### src/rtl/ramdisk_port.sv
// RAM-disk bridge: CPU bus requests to an SDRAM request/ack channel,
// with posted writes, one pending slot and an ack watchdog.
module ramdisk_port #(
   parameter int TIMEOUT = 255
) (
   input  logic        clk,
   input  logic        reset,
   input  logic        clke,
   input  logic        blk_n,
   input  logic [2:0]  page,
   input  logic [15:0] address,
   input  logic        memrd,
   input  logic        memwr,
   input  logic [7:0]  data_in,
   output logic [7:0]  data_out,
   output logic        ready,
   output logic        sd_req,
   output logic        sd_we,
   output logic [18:0] sd_addr,
   output logic [7:0]  sd_wdata,
   input  logic        sd_ack,
   input  logic [7:0]  sd_rdata,
   output logic        err
);

   typedef enum logic [1:0] {
      IDLE = 2'd0,
      WR   = 2'd1,
      RD   = 2'd2
   } state_t;

   localparam logic [7:0] WD_LAST = 8'(TIMEOUT - 1);

   state_t      st_q, st_d;
   logic [7:0]  wd_q, wd_d;
   logic [18:0] addr_q, addr_d;
   logic [7:0]  wdata_q, wdata_d;
   logic [7:0]  dout_q, dout_d;
   logic        ready_q, ready_d;
   logic        err_q, err_d;
   logic        pv_q, pv_d;
   logic        pw_q, pw_d;
   logic [18:0] pa_q, pa_d;
   logic [7:0]  pd_q, pd_d;

   logic        req, busy, last, done, tmo, take;
   logic        nv, nw;
   logic [18:0] na;
   logic [7:0]  nd;

   always_comb begin
      req  = clke & ~blk_n & (memrd | memwr);
      busy = (st_q != IDLE);
      last = (wd_q == WD_LAST);
      done = busy & (sd_ack | last);
      tmo  = busy & ~sd_ack & last;
      take = req & ~pv_q;
      // next transaction to start: pending entry first, else a new request
      nv = pv_q | take;
      nw = pv_q ? pw_q : memwr;
      na = pv_q ? pa_q : {page, address};
      nd = pv_q ? pd_q : data_in;

      st_d    = st_q;
      wd_d    = wd_q;
      addr_d  = addr_q;
      wdata_d = wdata_q;
      dout_d  = dout_q;
      ready_d = ready_q;
      err_d   = err_q;
      pv_d    = pv_q;
      pw_d    = pw_q;
      pa_d    = pa_q;
      pd_d    = pd_q;

      if (busy) wd_d = wd_q + 8'd1;

      if (!busy || done) begin
         if (done) begin
            st_d    = IDLE;
            ready_d = 1'b1;
            pv_d    = 1'b0;
            if (tmo) err_d = 1'b1;
            if (st_q == RD) dout_d = tmo ? 8'hFF : sd_rdata;
         end
         if (nv) begin
            st_d    = nw ? WR : RD;
            addr_d  = na;
            wdata_d = nd;
            wd_d    = 8'd0;
            ready_d = nw;
         end
      end else if (take) begin
         pv_d    = 1'b1;
         pw_d    = memwr;
         pa_d    = {page, address};
         pd_d    = data_in;
         ready_d = 1'b0;
      end
   end

   always_ff @(posedge clk or posedge reset) begin
      if (reset) begin
         st_q    <= IDLE;
         wd_q    <= 8'd0;
         addr_q  <= 19'd0;
         wdata_q <= 8'd0;
         dout_q  <= 8'd0;
         ready_q <= 1'b1;
         err_q   <= 1'b0;
         pv_q    <= 1'b0;
         pw_q    <= 1'b0;
         pa_q    <= 19'd0;
         pd_q    <= 8'd0;
      end else begin
         st_q    <= st_d;
         wd_q    <= wd_d;
         addr_q  <= addr_d;
         wdata_q <= wdata_d;
         dout_q  <= dout_d;
         ready_q <= ready_d;
         err_q   <= err_d;
         pv_q    <= pv_d;
         pw_q    <= pw_d;
         pa_q    <= pa_d;
         pd_q    <= pd_d;
      end
   end

   assign sd_req   = (st_q != IDLE);
   assign sd_we    = (st_q == WR);
   assign sd_addr  = addr_q;
   assign sd_wdata = wdata_q;
   assign data_out = dout_q;
   assign ready    = ready_q;
   assign err      = err_q;

endmodule

### config.mk
export PLATFORM = sky130hd
export DESIGN_NAME = ramdisk_port
export DESIGN_NICKNAME = d
export VERILOG_FILES = /design/src/rtl/ramdisk_port.sv
export SDC_FILE = /design/constraint.sdc
export NUM_CORES = 1
export LEC_CHECK = 0
export BUFFER_PORTS_ARGS = -buffer_cell sky130_fd_sc_hd__buf_2
export CAP_MARGIN = 40
export CORE_ASPECT_RATIO = 0.8
export CORE_UTILIZATION = 45
export CTS_CLUSTER_DIAMETER = 80
export DETAILED_ROUTE_END_ITERATION = 10
export HOLD_SLACK_MARGIN = 0.02
export PLACE_DENSITY = 0.71
export SLEW_MARGIN = 20
export SYNTH_ARGS = -nofsm -noshare
export SYNTH_HDL_FRONTEND = slang
export SYNTH_SLANG_ARGS = --single-unit
### constraint.sdc
create_clock -name clk -period 2 [get_ports clk]
set_input_delay 0.1 -clock clk [delete_from_list [all_inputs] [get_ports clk]]
set_output_delay 0.1 -clock clk [all_outputs]
set_load 0.05 [all_outputs]
== Word level (Yosys, flattened, before mapping) ==
Index checks and enable logic that the tools add are counted.
Operators by class
  divide/modulo/power cells: 0
  multiplexer cells: 17
  bitwise logic cells: 13
  equal/unequal tests: 5
  reductions and logical operators: 12
  multipliers: 0
  shift operators: 0
  add/sub/neg operators: 1
  $lt $le $gt $ge: 0
Operators with widths (count)
  $mux 8: 5
  $mux 19: 1
  $reduce_and 2->1: 5
  $add 8x1->8 const B: 1
  $eq 8x8->1 const B: 1
  $mux 1: 8
  $and 1x1->1: 6
  $mux 2: 3
  $reduce_and 3->1: 2
  $reduce_bool 2->1: 3
  $not 1->1: 4
  $ne 3x3->1 const B: 1
  $or 1x1->1: 3
  $eq 2x1->1 const B: 1
  $eq 2x2->1 const B: 1
  $ne 2x2->1 const B: 1
  $logic_not 1->1: 1
  $logic_or 1x1->1: 1
Word-level totals
  bits in registers: 76
  bits of input ports: 42
  ROM bits: 0
  memories: 0
  memory bits (writable): 0
  output and inout bits: 39
  bits in latches: 0

== Longest topological paths before layout ==
  depth after elaboration: 7
  mapped depth: 8
  depth with buffers taken out: 6

== Worst setup path before layout ==
No wires, ideal clock.
  kind: register -> register
  start point: register wd_q[0]
  end point: register pa_q[0]
  period minus slack after synthesis: 2.078 ns
  library setup time: 0.125 ns
  path slack: -0.078 ns
  cell stages (with the launch flop): 9
  data arrival time: 1.953 ns
  cells stage by stage: dfrtp_1 > inv_1 > ha_1 > and3_1 > a211o_4 > nor3_4 > buf_6 > buf_12 > mux2_4
On the way
  longest elaborated chain between the ends: 6
RTL lines
  start, declared: RTL line 35  | logic [7:0] wd_q, wd_d;
  start signal, assigned: RTL line 117  | wd_q <= wd_d;
  $eq 8x8->1: RTL line 54  | last = (wd_q == WD_LAST);
  $or 1x1->1: RTL line 55  | done = busy & (sd_ack | last);
  $and 1x1->1: RTL line 55
  $logic_or 1x1->1: RTL line 78  | if (!busy || done) begin
  $not 1->1 (no line)
  $reduce_and 2->1 (no line)
  end signal, assigned: RTL line 125  | pa_q <= pa_d;
  end, declared: RTL line 43  | logic [18:0] pa_q, pa_d;
Every way passes these cells.
A chain may end at the register's enable or synchronous reset.

== Final worst setup path ==
  start point: register wd_q[1]
  end point: register pa_q[4]
The elaborated chain is that of the path after synthesis.

==> impl_metrics.py <==
metrics = {
    "synth": {
        "synth_fp_nets": 290,
        "synth_edf_count": 0,
        "synthesis.area_um2": 3502,
        "synth_area_per_cell_um2": 14.24,
        "ys_async_sr_fraction_pct": 100.0,
        "synth_top_area_share_pct": 53.59,
        "ys_seq_elements": 76,
        "netlist_instances": 246,
        "synth.distinct_cells": 39,
        "synth_most_common_cell": "dfrtp_1",
        "synth_area_leaders": "dfrtp_1 54%, mux2_2 23%, mux2_4 3.9%, or4b_2 2.3%, o21a_1 1.7%",
        "synthTopCellsByCount": "75 x dfrtp_1, 73 x mux2_2, 13 x nor2_1, 9 x mux2_4",
        "synth_warnings": 0,
        "ys_seq_area_share_pct": 54.34,
        "synth.largest_area_cell": "dfrtp_1",
        "synthFlopType": "dfrtp_1",
    },
    "timing": {
        "max_freq_mhz": 479.6,
        "rsz0062_at_grt": "yes",
        "finalClockSkew_ns": 0.01469,
        "setup-violations-final": 27,
        "finalSetupTns_ns": -1.536,
        "min_period_ns": 2.085,
        "finalCritPeriodShare_pct": 104.2,
        "holdWs_ns": 0.03909,
        "worst_pin_slew_ns": 0.4688,
        "fin_ws_ns": -0.08487,
        "report.final.slew_viol_count": 0,
        "final-hold-violation-count": 0,
        "slew_headroom_pct": 68.68,
    },
    "floorplan": {
        "num_rows": 28,
        "core-area_um2": 7462,
        "die_area_um2": 8141,
        "fp.dieW_um": 100.6,
        "start_util_pct": 46.93,
        "dieHeight_um": 80.91,
        "boundaryPins": 81,
    },
    "status": {
        "failed_checks": "negative setup slack",
        "status": "complete, but fails checks",
    },
    "cts": {
        "clockBufferDepth": 2,
        "cts_sinks": 76,
        "clock_latency_ns": 0.35,
        "htree_levels": 3,
        "cts-root-buf": "clkbuf_8",
        "clk_pin_slew_ns": 0.08,
        "cts_made_buffers": 9,
        "cts_tree": "built",
    },
    "global_routing": {
        "grt_use_met3_pct": 7.057,
        "use_met1_pct": 23.98,
        "grt_pass1_wl_um": 11650,
        "grt_usage_pct": 19.07,
        "antenna_found_initial": 0,
        "grt_max_degree": 39,
        "grt_pass1_vias": 2476,
        "busiest_layer": "met2",
        "grtUsageMet2_pct": 31.44,
        "grt.overflow.total": 0,
    },
    "placed_design": {
        "placed_cell_area_um2": 4165,
        "port_buffers": 80,
        "gp_congestion": 0.7998,
        "dp_hpwl_um": 4748,
        "dp_slack_ns": -0.1330,
        "place_inst": 442,
    },
    "power_and_ir_drop": {
        "p_int_mw": 4.424,
        "finalPower_mw": 7.706,
        "ir_worst_vdd_mv": 0.9913,
        "p_sw_mw": 3.282,
        "p_comb_share_pct": 50.9,
        "seq_power_share_pct": 34.0,
        "switching_share_pct": 42.59,
        "powerDensity_nw_per_um2": 1593,
        "power.leakage_nw": 2.245,
        "clock_power_share_pct": 15.2,
    },
    "layout": {
        "design_area_um2": 4837,
        "layoutNonFillerInstCount": 495,
        "syn2layout_area_growth_pct": 38.12,
        "insertedDiodeCount": 0,
        "fin_util_pct": 64.82,
        "fill_cells": 581,
        "nets": 429,
        "drive_gt1_share_pct": 58.46,
    },
    "route": {
        "vias_per_cell": 4.933,
        "ant_nets": 0,
        "wl_per_cell_um": 15.40,
        "vias": 2442,
        "wirelength_um": 7622,
        "drtIter0Drc": 50,
        "drc": 0,
        "drtPass1Iterations": 4,
    },
    "worst_setup_path": {
        "worstPathMaxFanout": 5,
        "worst_ep_arrival_time_ns": 2.32,
        "end_kind": "register",
        "critPathRequiredTime_ns": 2.24,
        "criticalPathCategory": "register to register",
        "startpoint_type": "register",
    },
    "min_path": {
        "min_path_type": "input port to register",
    },
    "flow_run": {
        "maxCapViolations": 0,
    },
}
==> sequential cells by signal, indices dropped and copies added (netlist names), 2 cells and up <==
signal    flops
pa_q         19
sd_addr      19
data_out      8
pd_q          8
sd_wdata      8
wd_q          8
st_q          2
==> final cells by class <==
cell class	instances	area [µm²]	share of cell area [%]
flip-flops and latches	76	1903	39.34
repair buffers	140	1020	21.08
inverters	5	22.52	0.4656
clock buffers	9	123.9	2.561
clock inverters	7	73.82	1.526
multi-input cells	153	1563	32.31
well taps	105	131.4	2.716
==> per-layer routing <==
layer	share of wire, %	vias up
met4	0.94	0
met2	49	61
met1	44	1213
met5	0	-
met3	5.5	8
li1	-	1160
==> critical path, cell delays in order, from the launching register on <==
cell and delay, ns:
dfrtp_1 0.42, ha_4 0.18, and3_4 0.18, a211o_4 0.36, nor3_4 0.20, buf_6 0.17, clkbuf_16 0.16, mux2_4 0.30
==> logic make-up after synthesis <==
group | Yosys count | synth area share (%)
AOI/OAI and AO/OA | 20 | 4.574
DFF | 76 | 54.34
and+or+nand+nor | 40 | 7.432
xor gates and xnor gates | 7 | 1.751
muxes | 84 | 27.94
adders and majority gates | 2 | 0.7144
buffers and inverters | 17 | 3.251
==> worst paths after layout <==
check                      slack, ns    start           to  depth (start not counted)
min reg2reg                     0.47      err          err                          1
max reg2reg                    -0.08  wd_q[1]      pa_q[4]                          7
min in group asynchronous       0.30    reset  sd_addr[12]                          3
min                             0.04    memwr         pw_q                          2
max in group asynchronous       1.07    reset      pa_q[2]                          4
max                            -0.08  wd_q[1]      pa_q[4]                          7
==> layout by cell type, fill, tap and decap left out, types with 2 or more instances in the layout <==
cell and n:
a21oi_1 4, buf_12 2, buf_2 80, buf_4 22, buf_6 5, clkbuf_16 2
clkbuf_8 9, clkinv_2 2, clkinvlp_4 2, dfrtp_1 75, dlygate4sd3_1 28, inv_1 2
inv_6 2, mux2_2 57, mux2_4 25, nand2_1 2, nand2b_1 2, nand4_1 2
nor2_1 13, nor3_1 3, o21a_1 8, o21ai_0 2, or4b_2 8, xnor2_1 4
xor2_1 3
==> power groups by stage <==
stage                     Clock (mW)  Sequential (mW)  Combinational [mW]
after global routing            1.27             2.69                4.14
final                           1.17             2.62                3.92
after CTS                       1.20             2.60                3.84
after detailed placement           0             2.62                3.70
after global placement             0             2.58                3.58
after floorplan                    0             3.87                1.57
==> what timing repair did <==
action,CTS,global route
gates resized for setup,13,13
hold endpoints to repair,44,0
hold buffers,28,0
endpoints found under the setup margin,45,28
setup buffers,3,4
gates cloned,1,3
pin swaps,0,3
No activity file was read; power rests on OpenSTA's default activity.
